[config.mk]
export PLATFORM = sky130hd
export DESIGN_NAME = coin_collect_ctrl_flat
export DESIGN_NICKNAME = d
export VERILOG_FILES = /design/src/rtl/flappy_pkg.sv /design/src/rtl/coin_collect_ctrl_if.sv /design/src/rtl/coin_slot_fsm.sv /design/src/rtl/coin_collect_ctrl.sv /design/src/flat_wrapper.sv
export SDC_FILE = /design/constraint.sdc
export NUM_CORES = 1
export LEC_CHECK = 0
export CAP_MARGIN = 30
export CELL_PAD_IN_SITES_DETAIL_PLACEMENT = 1
export CELL_PAD_IN_SITES_GLOBAL_PLACEMENT = 1
export CORE_MARGIN = 4
export CORE_UTILIZATION = 44
export DETAILED_ROUTE_END_ITERATION = 8
export PLACE_DENSITY_LB_ADDON = 0.1
export SKIP_CTS_REPAIR_TIMING = 1
export SLEW_MARGIN = 10
export SYNTH_ARGS = -nofsm -noshare
export SYNTH_HDL_FRONTEND = slang
export SYNTH_HIERARCHICAL = 1
export SYNTH_SLANG_ARGS = --single-unit
[constraint.sdc]
create_clock -name Clk -period 12.71 [get_ports Clk]
set_clock_uncertainty 0.05 [all_clocks]
set_input_delay 3.1775 -clock Clk [delete_from_list [all_inputs] [get_ports Clk]]
set_output_delay 3.1775 -clock Clk [all_outputs]
set_load 0.1 [all_outputs]
[src/rtl/flappy_pkg.sv]
// flappy_pkg: shared game-state/coin-state enums and coin sprite size
package flappy_pkg;
  typedef enum logic [1:0] {READY = 2'd0, PLAY = 2'd1, OVER = 2'd2} game_state_t;
  typedef enum logic {LIVE = 1'b0, TAKEN = 1'b1} coin_state_t;
  localparam int COIN_SIZE = 16;
endpackage

[src/rtl/coin_collect_ctrl_if.sv]
// coin_collect_ctrl_if: frame_clk, game_state and bird/coin positions in; collected flags, coin_count and coin_pulse out
interface coin_collect_ctrl_if;
  logic       frame_clk;
  logic [1:0] game_state;
  logic [9:0] bird_X_Pos, bird_Y_Pos;
  logic [9:0] coin1_X_Pos, coin1_Y_Pos, coin2_X_Pos, coin2_Y_Pos;
  logic       coin1_collected, coin2_collected;
  logic [9:0] coin_count;
  logic       coin_pulse;
  modport master (
    output frame_clk, game_state, bird_X_Pos, bird_Y_Pos,
           coin1_X_Pos, coin1_Y_Pos, coin2_X_Pos, coin2_Y_Pos,
    input  coin1_collected, coin2_collected, coin_count, coin_pulse
  );
  modport slave (
    input  frame_clk, game_state, bird_X_Pos, bird_Y_Pos,
           coin1_X_Pos, coin1_Y_Pos, coin2_X_Pos, coin2_Y_Pos,
    output coin1_collected, coin2_collected, coin_count, coin_pulse
  );
endinterface

[src/rtl/coin_slot_fsm.sv]
// coin_slot_fsm: one coin's LIVE/TAKEN state; ports Clk, Reset, tick, play, clear, bird/coin position in; collected, take_event out
module coin_slot_fsm
  import flappy_pkg::*;
#(
  parameter int BIRD_W = 34,
  parameter int BIRD_H = 24
) (
  input  logic       Clk,
  input  logic       Reset,
  input  logic       tick,
  input  logic       play,
  input  logic       clear,
  input  logic [9:0] bird_x,
  input  logic [9:0] bird_y,
  input  logic [9:0] coin_x,
  input  logic [9:0] coin_y,
  output logic       collected,
  output logic       take_event
);
  coin_state_t state;
  logic [9:0]  prev_x;
  logic [10:0] bx, by, cx, cy;
  logic        overlap, respawn;
  assign bx = {1'b0, bird_x};
  assign by = {1'b0, bird_y};
  assign cx = {1'b0, coin_x};
  assign cy = {1'b0, coin_y};
  assign overlap = (bx < cx + 11'(COIN_SIZE)) && (cx < bx + 11'(BIRD_W)) &&
                   (by < cy + 11'(COIN_SIZE)) && (cy < by + 11'(BIRD_H));
  // a coin that jumped right has respawned; prev_x resets high so no false respawn
  assign respawn = coin_x > prev_x;
  // respawn beats overlap in the same tick
  assign take_event = tick & play & (state == LIVE) & overlap & ~respawn;
  assign collected = state == TAKEN;
  always_ff @(posedge Clk) begin
    if (Reset) begin
      state  <= LIVE;
      prev_x <= '1;
    end else begin
      if (tick & (play | clear)) prev_x <= coin_x;
      if (clear || (tick && play && respawn)) state <= LIVE;
      else if (take_event) state <= TAKEN;
    end
  end
endmodule

[src/rtl/coin_collect_ctrl.sv]
// coin_collect_ctrl: frame-tick coin collection; ports Clk, Reset, bus (slave: frame_clk/game_state/positions in, flags/count/pulse out)
module coin_collect_ctrl
  import flappy_pkg::*;
#(
  parameter int BIRD_W    = 34,
  parameter int BIRD_H    = 24,
  parameter int MAX_COUNT = 999
) (
  input logic                 Clk,
  input logic                 Reset,
  coin_collect_ctrl_if.slave  bus
);
  logic        frame_sync, frame_clk_delayed, tick;
  logic        play, clear, take1, take2, pulse;
  logic [9:0]  count;
  logic [10:0] sum;
  assign play  = bus.game_state == PLAY;
  assign clear = bus.game_state == READY;
  // frame_clk is asynchronous: one sampling flop, then rising-edge detect
  always_ff @(posedge Clk) begin
    if (Reset) begin
      frame_sync        <= 1'b0;
      frame_clk_delayed <= 1'b0;
      tick              <= 1'b0;
    end else begin
      frame_sync        <= bus.frame_clk;
      frame_clk_delayed <= frame_sync;
      tick              <= frame_sync & ~frame_clk_delayed;
    end
  end
  coin_slot_fsm #(.BIRD_W(BIRD_W), .BIRD_H(BIRD_H)) u_coin1 (
    .Clk(Clk), .Reset(Reset), .tick(tick), .play(play), .clear(clear),
    .bird_x(bus.bird_X_Pos), .bird_y(bus.bird_Y_Pos),
    .coin_x(bus.coin1_X_Pos), .coin_y(bus.coin1_Y_Pos),
    .collected(bus.coin1_collected), .take_event(take1)
  );
  coin_slot_fsm #(.BIRD_W(BIRD_W), .BIRD_H(BIRD_H)) u_coin2 (
    .Clk(Clk), .Reset(Reset), .tick(tick), .play(play), .clear(clear),
    .bird_x(bus.bird_X_Pos), .bird_y(bus.bird_Y_Pos),
    .coin_x(bus.coin2_X_Pos), .coin_y(bus.coin2_Y_Pos),
    .collected(bus.coin2_collected), .take_event(take2)
  );
  assign sum = {1'b0, count} + 11'(take1) + 11'(take2);
  always_ff @(posedge Clk) begin
    if (Reset || clear) begin
      count <= '0;
      pulse <= 1'b0;
    end else if (tick && play) begin
      count <= (sum > 11'(MAX_COUNT)) ? 10'(MAX_COUNT) : sum[9:0];
      pulse <= take1 | take2;
    end else begin
      pulse <= 1'b0;
    end
  end
  assign bus.coin_count = count;
  assign bus.coin_pulse = pulse;
endmodule
[src/flat_wrapper.sv]
// flat-port wrapper written by rule: the top's interface ports become plain ports
module coin_collect_ctrl_flat import flappy_pkg::*;
#(
  parameter int BIRD_W    = 34,
  parameter int BIRD_H    = 24,
  parameter int MAX_COUNT = 999
)
  (Clk, Reset, bus_frame_clk, bus_game_state, bus_bird_X_Pos, bus_bird_Y_Pos, bus_coin1_X_Pos, bus_coin1_Y_Pos, bus_coin2_X_Pos, bus_coin2_Y_Pos, bus_coin1_collected, bus_coin2_collected, bus_coin_count, bus_coin_pulse);
  coin_collect_ctrl_if bus_i ();
  input logic Clk;
  input logic Reset;
  input wire logic [$bits(bus_i.frame_clk)-1:0] bus_frame_clk;
  input wire logic [$bits(bus_i.game_state)-1:0] bus_game_state;
  input wire logic [$bits(bus_i.bird_X_Pos)-1:0] bus_bird_X_Pos;
  input wire logic [$bits(bus_i.bird_Y_Pos)-1:0] bus_bird_Y_Pos;
  input wire logic [$bits(bus_i.coin1_X_Pos)-1:0] bus_coin1_X_Pos;
  input wire logic [$bits(bus_i.coin1_Y_Pos)-1:0] bus_coin1_Y_Pos;
  input wire logic [$bits(bus_i.coin2_X_Pos)-1:0] bus_coin2_X_Pos;
  input wire logic [$bits(bus_i.coin2_Y_Pos)-1:0] bus_coin2_Y_Pos;
  output wire logic [$bits(bus_i.coin1_collected)-1:0] bus_coin1_collected;
  output wire logic [$bits(bus_i.coin2_collected)-1:0] bus_coin2_collected;
  output wire logic [$bits(bus_i.coin_count)-1:0] bus_coin_count;
  output wire logic [$bits(bus_i.coin_pulse)-1:0] bus_coin_pulse;
  assign bus_i.frame_clk = bus_frame_clk;
  assign bus_i.game_state = bus_game_state;
  assign bus_i.bird_X_Pos = bus_bird_X_Pos;
  assign bus_i.bird_Y_Pos = bus_bird_Y_Pos;
  assign bus_i.coin1_X_Pos = bus_coin1_X_Pos;
  assign bus_i.coin1_Y_Pos = bus_coin1_Y_Pos;
  assign bus_i.coin2_X_Pos = bus_coin2_X_Pos;
  assign bus_i.coin2_Y_Pos = bus_coin2_Y_Pos;
  assign bus_coin1_collected = bus_i.coin1_collected;
  assign bus_coin2_collected = bus_i.coin2_collected;
  assign bus_coin_count = bus_i.coin_count;
  assign bus_coin_pulse = bus_i.coin_pulse;
  coin_collect_ctrl #(.BIRD_W(BIRD_W), .BIRD_H(BIRD_H), .MAX_COUNT(MAX_COUNT)) u_core (.Clk(Clk), .Reset(Reset), .bus(bus_i));
endmodule
==> results of run 1 <==
report_power, final:
| part | leakage (nW) | internal (mW) | switching (mW) |
|---|---|---|---|
| Clock | 0.0541 | 0.0582 | 0.0510 |
| Sequential | 0.293 | 0.115 | 0.00125 |
| Combinational | 2.17 | 0.0671 | 0.0793 |
| Total | 2.52 | 0.241 | 0.132 |
routing by layer:
metal | part of all wire (%) | track usage [%] | up-vias
met5 | 0 | 0 | -
li1 | - | - | 2216
met3 | 3.3 | 3.44 | 8
met1 | 44 | 25.3 | 2165
met4 | 0.66 | 3.97 | 0
met2 | 52 | 41.3 | 71
worst register-to-register path, delay by kind of cell (launching register included):
family,cells,cell delay (ps)
AO/OA/AOI/OAI,7,1380
adder cells (fa/ha/maj),3,870
buffers and inverters,1,50
flip-flops,1,320
multiplexers,1,170
AND/OR/NAND/NOR,3,810
sequential cells by signal, summed over array words and instances, names as in the netlist:
| signal | count |
|---|---|
| u_core/bus.coin_count | 10 |
| u_core/frame_sync | 1 |
| u_core/u_coin1/prev_x | 10 |
| u_core/u_coin1/collected | 1 |
| u_core/u_coin2/prev_x | 10 |
| u_core/bus.coin_pulse | 1 |
| u_core/frame_clk_delayed | 1 |
| u_core/u_coin2/collected | 1 |
| u_core/tick | 1 |
through the flow:
stage / setup WS (ps) / cell area [um^2] / std cells / hold WS (ps) / total power, mW
after floorplan: 6080 / 4690 / 572 / 317 / 0.205
after global placement: 5120 / 5570 / 773 / 326 / 0.256
after detailed placement: 4960 / 5570 / 773 / 345 / 0.266
after CTS: 5290 / 5680 / 781 / 357 / 0.378
after global routing: 4870 / 5680 / 781 / 362 / 0.401
final: 5270 / 5680 / 781 / 354 / 0.372
placed cells by master (no fill, tap or decap), types with 3 or more instances in the layout:
cell / netlist / layout
ha_1: 101 / 101
clkdlybuf4s50_1: 0 / 77
inv_1: 52 / 52
nor2_1: 41 / 41
a21oi_1: 37 / 37
dfxtp_1: 36 / 36
nand2_1: 33 / 33
o21ai_0: 29 / 29
nand3_1: 26 / 26
xor2_1: 26 / 26
nor2b_1: 20 / 20
a211o_1: 19 / 19
xnor2_1: 18 / 18
and3_1: 12 / 12
nand4_1: 10 / 10
nor3_1: 7 / 7
o21ai_1: 7 / 7
clkbuf_8: 0 / 5
o21a_1: 5 / 5
o211ai_1: 5 / 5
nand2b_1: 4 / 4
inv_2: 4 / 4
and4_1: 3 / 3
a211oi_1: 3 / 3
o31a_1: 3 / 3
o2111ai_1: 3 / 3
cell type report:
| type | count | area (um^2) | area share (%) |
|---|---|---|---|
| clock buffers | 5 | 68.8 | 1.21 |
| clock inverters | 3 | 42.5 | 0.749 |
| inverters | 56 | 210 | 3.70 |
| multi-input cells | 467 | 3690 | 65.0 |
| flip-flops and latches | 36 | 721 | 12.7 |
| well taps | 136 | 170 | 2.99 |
| repair buffers | 78 | 778 | 13.7 |
worst min-delay path by stage:
stage	end	slack (ps)	depth (start not counted)
6_report	u_core/tick$_SDFF_PP0_	350	1
5_1_grt	u_core/tick$_SDFF_PP0_	360	1
4_1_cts	u_core/tick$_SDFF_PP0_	360	1
3_3_place_gp	u_core/tick$_SDFF_PP0_	330	1
3_5_place_dp	u_core/tick$_SDFF_PP0_	350	1
2_1_floorplan	u_core/tick$_SDFF_PP0_	320	1
logic make-up after synthesis:
kind of cell	share of synthesized area, %
AOI/OAI and AO/OA	21.7
xor gates and xnor gates	8.56
adders and majority gates	27.4
buffers and inverters	5.92
DFF	15.4
muxes	0.427
and+or+nand+nor	20.7
==> flow_summary.json, run 1 <==
{
  "path_cells": "clkdlybuf4s50_1 > ha_1 > and3_2 > xor2_1 > ha_1 > a21o_1 > a21oi_1 > o21ai_0 > o21ai_0 > nor4b_1 > fa_1 > ha_1 > and2_2 > o21ai_0 > a32oi_1 > nor4_4 > o31a_1",
  "ff2ff_path_depth": 15,
  "vias": 4460,
  "setup_violations": 0,
  "clock_sinks": 36,
  "status": "completed",
  "wl_per_cell_um": 16.6,
  "area_delta_synth_final_pct": 21.2,
  "crit_path_start_kind": "input pin",
  "slew_headroom_pct": 34.5,
  "hold_start": "u_core/frame_clk_delayed$_SDFF_PP0_",
  "tightest_slew_ps": 979,
  "grt_pass1_vias": 4863,
  "ys_dominant_reg_cell": "dfxtp_1",
  "grt_max_degree": 32,
  "cap_violations": 0,
  "clk_latency_ps": 300,
  "vias_per_cell": 5.71,
  "path_depth": 17,
  "leakagePower_nw": 2.52,
  "cts.clk_slew.worst_paths_ps": 90,
  "max_freq_mhz": 134,
  "worstSetupPathType": "in -> reg",
  "nets": 811,
  "async_reset_ff_share_pct": 0,
  "cts_buffer_depth": 2,
  "rsz0062_at_grt": "no",
  "final_core_util_pct": 54.8,
  "endpoint_kind": "flop",
  "diodes": 0,
  "fin_crit_sh_pct": 58.6,
  "h-tree-depth": 2,
  "die_area_um2": 12400,
  "yosys_register_bits": 36,
  "period_needed_ps": 7440,
  "netlist_top_cells_count": "ha_1 (101), inv_1 (52), nor2_1 (41)",
  "regToRegEndpoint": "u_core/bus.coin_count[2]$_SDFFE_PP0P_",
  "start_util_pct": 45.2,
  "drtIter0Drc": 192,
  "place.gp.congestion": 0.879,
  "die_w_um": 111,
  "r2r_setup_slack_ps": 8960,
  "p_per_area_nw_per_um2": 65.5,
  "avgSynthCellArea_um2": 8.20,
  "wl_um": 13000,
  "ios": 78,
  "cts_tree": "done",
  "synthTopCellsByArea": "ha_1 (27%), dfxtp_1 (15%), xor2_1 (4.9%), inv_1 (4.2%), a21oi_1 (3.9%)",
  "critical_path.n_buffers_inverters": 1,
  "netlist.area_leader.share_pct": 26.9,
  "synth.yosys.warnings": 6,
  "ys_types": 72,
  "critical-path-max-stage-delay_ps": 600,
  "critical_path.endpoint": "u_core/bus.coin_count[2]$_SDFFE_PP0P_",
  "finalHoldViolCount": 0,
  "synthMostInstantiatedCell": "ha_1",
  "grt_first_pass_wirelength_um": 22800,
  "n_fill_cell": 1303,
  "worst_ep_required_time_ps": 12860,
  "drtAntennaViolNets": 0,
  "overflow": 0,
  "ir_drop_mv": 0.0458,
  "synth_cells": 572,
  "dpl.hpwl_um": 10500,
  "drc_errors": 0,
  "synth.yosys.seq_area_share_pct": 15.4,
  "holdCritPathClass": "reg -> reg",
  "startpoint": "bus_bird_X_Pos[1]",
  "synth_nets": 739,
  "numCtsBuffers": 5,
  "antenna_found_initial": 0,
  "grtUsageTotal_pct": 21.6,
  "synth.largest_area_cell": "ha_1",
  "cp_slowest_cell": "clkdlybuf4s50_1",
  "drive_above_1_share_pct": 6.36,
  "cp.arrival_ps": 7590,
  "cts-root-buf": "clkbuf_8",
  "core_area_um2": 10400,
  "cp_top_family": "compound AO/OA/AOI/OAI gates",
  "synth_edf_count": 0,
  "rows": 37,
  "die_y_um": 111,
  "r2r-start": "u_core/u_coin1/prev_x[7]$_SDFFE_PP1P_",
  "drt-pass1-iter-count": 4,
  "finalSetupTns_ps": 0,
  "critPathMaxFanout": 10,
  "syn_area_um2": 4690,
  "io_buffers": 77,
  "drv_slew": 0
}
Power figures use the tool's default switching activity.
==> run 2: changes to the inputs <==
--- a/config.mk
+++ b/config.mk
@@ -9,7 +9,7 @@
 export CELL_PAD_IN_SITES_DETAIL_PLACEMENT = 1
 export CELL_PAD_IN_SITES_GLOBAL_PLACEMENT = 1
 export CORE_MARGIN = 4
-export CORE_UTILIZATION = 44
+export CORE_UTILIZATION = 37
 export DETAILED_ROUTE_END_ITERATION = 8
 export PLACE_DENSITY_LB_ADDON = 0.1
 export SKIP_CTS_REPAIR_TIMING = 1
==> constraint.sdc (replaced) <==
create_clock -name Clk -period 6.2 [get_ports Clk]
set_clock_uncertainty 0.05 [all_clocks]
set_input_delay 1.55 -clock Clk [delete_from_list [all_inputs] [get_ports Clk]]
set_output_delay 1.55 -clock Clk [all_outputs]
set_load 0.1 [all_outputs]
==> run 2 against run 1 <==
- clock power grew 140%
- first-iteration DRC count shrank 3.1%
- die area grew 18%
- setup slack lost 4800 ps
- global-route usage shrank 2.8 points
- largest cell class unchanged
- via count shrank 0.11%
- largest power group unchanged
- sequential cell count is the same
==> flow_summary.json, run 2 (synthesis results as in run 1) <==
{
  "core_area_um2": 12200,
  "cap_violations": 0,
  "p_total_uw": 804,
  "cp.arrival_ps": 5880,
  "multi_input_area_um2": 3690,
  "drv_slew": 0,
  "h-tree-depth": 2,
  "drc_errors": 0,
  "ir_drop_mv": 0.0874,
  "n_fill_cell": 1515,
  "grt_first_pass_wirelength_um": 22600,
  "drt-pass1-iter-count": 4,
  "period_needed_ps": 5750,
  "start_util_pct": 38.4,
  "vias": 4455,
  "fin_ws_ps": 452,
  "antenna_found_initial": 0,
  "critPathMaxFanout": 8,
  "cts_tree": "done",
  "design_area_um2": 5790,
  "final_core_util_pct": 47.4,
  "tightest_slew_ps": 982,
  "endpoint_kind": "flop",
  "clk_latency_ps": 290,
  "leakagePower_nw": 2.56,
  "crit_path_start_kind": "input pin",
  "dp.cells": 810,
  "final_cell_mix": "ha_1 (101), clkdlybuf4s50_1 (77), inv_1 (52), nor2_1 (41), a21oi_1 (37)",
  "die_area_um2": 14500,
  "p_per_area_nw_per_um2": 139,
  "worst_ep_required_time_ps": 6330,
  "finalHoldViolCount": 0,
  "finalSetupTns_ps": 0,
  "cp_top_family": "simple AND/OR/NAND/NOR gates",
  "drtAntennaViolNets": 0,
  "hold_ws_ps": 351,
  "status": "completed",
  "wl_per_cell_um": 16.1,
  "vias_per_cell": 5.45,
  "nets": 816,
  "final_common_cell": "ha_1",
  "overflow": 0,
  "area_delta_synth_final_pct": 23.5,
  "grtUsageTotal_pct": 18.8,
  "worstSetupPathType": "in -> reg",
  "setup_violations": 0,
  "drtIter0Drc": 186,
  "holdCritPathClass": "reg -> reg",
  "ios": 78,
  "grt_max_degree": 32,
  "die_y_um": 121,
  "critical_path.n_buffers_inverters": 1,
  "grt_pass1_vias": 4755,
  "final_cells": 818,
  "die_w_um": 121,
  "max_freq_mhz": 174,
  "cts.clk_slew.worst_paths_ps": 60,
  "slew_headroom_pct": 34.3,
  "seq_area_um2": 721,
  "cts-root-buf": "clkbuf_16",
  "pre_cts_ws_ps": 133,
  "path_cells": "clkdlybuf4s50_1 > ha_1 > and3_2 > o21ai_0 > nor2_1 > xnor2_1 > ha_1 > nor2b_1 > o21ai_2 > nand4bb_1 > nor4b_1 > fa_1 > ha_1 > and2_2 > o21ai_0 > a32oi_1 > nor4_4 > o31a_1",
  "clock_sinks": 36,
  "drive_above_1_share_pct": 6.77,
  "dpl.hpwl_um": 10900,
  "critical-path-max-stage-delay_ps": 560,
  "diodes": 0,
  "numCtsBuffers": 5,
  "cp_slowest_cell": "clkdlybuf4s50_1",
  "io_buffers": 77,
  "wl_um": 13200,
  "crit_top_cell": "ha_1",
  "rows": 40,
  "place_area_um2": 5650,
  "rsz0062_at_grt": "no",
  "place.gp.congestion": 0.830,
  "fin_crit_sh_pct": 92.7,
  "cts_buffer_depth": 2
}
run 2: cell types whose count changed in the layout (fill, tap and decap cells not counted):
cell,change
buf_4,+5
bufinv_16,-1
clkbuf_1,+2
clkbuf_16,+5
clkinv_4,+1
clkbuf_8,-5
clkinvlp_4,-1
clkinv_2,-1
run 2: worst paths after layout:
path | from | slack (ps) | to | depth (start not counted)
max reg2reg | u_core/u_coin1/prev_x[1]$_SDFFE_PP1P_ | 2400 | u_core/bus.coin_count[2]$_SDFFE_PP0P_ | 15
min reg2reg | u_core/frame_clk_delayed$_SDFF_PP0_ | 350 | u_core/tick$_SDFF_PP0_ | 1
min | u_core/frame_clk_delayed$_SDFF_PP0_ | 350 | u_core/tick$_SDFF_PP0_ | 1
max | bus_bird_X_Pos[2] | 450 | u_core/bus.coin_count[2]$_SDFFE_PP0P_ | 18
run 2: cell type report:
type	instances	share of cell area, %
Multi-Input combinational cell	467	63.8
Inverter	56	3.63
Clock buffer	7	2.29
Timing Repair Buffer	83	14.1
Tap cell	168	3.63
Clock inverter	1	0.151
Sequential cell	36	12.4
run 2: routing by layer:
metal  GRT usage, %  part of all wire [%]
met1           23.0                    45
met2           33.9                    50
met3           3.41                   3.1
met4           4.82                   1.3
met5              0                     0
run 2: where the power goes:
part | switching (mW) | internal, mW
clock | 0.113 | 0.150
combinational | 0.162 | 0.139
sequential | 0.00259 | 0.237
total | 0.277 | 0.527
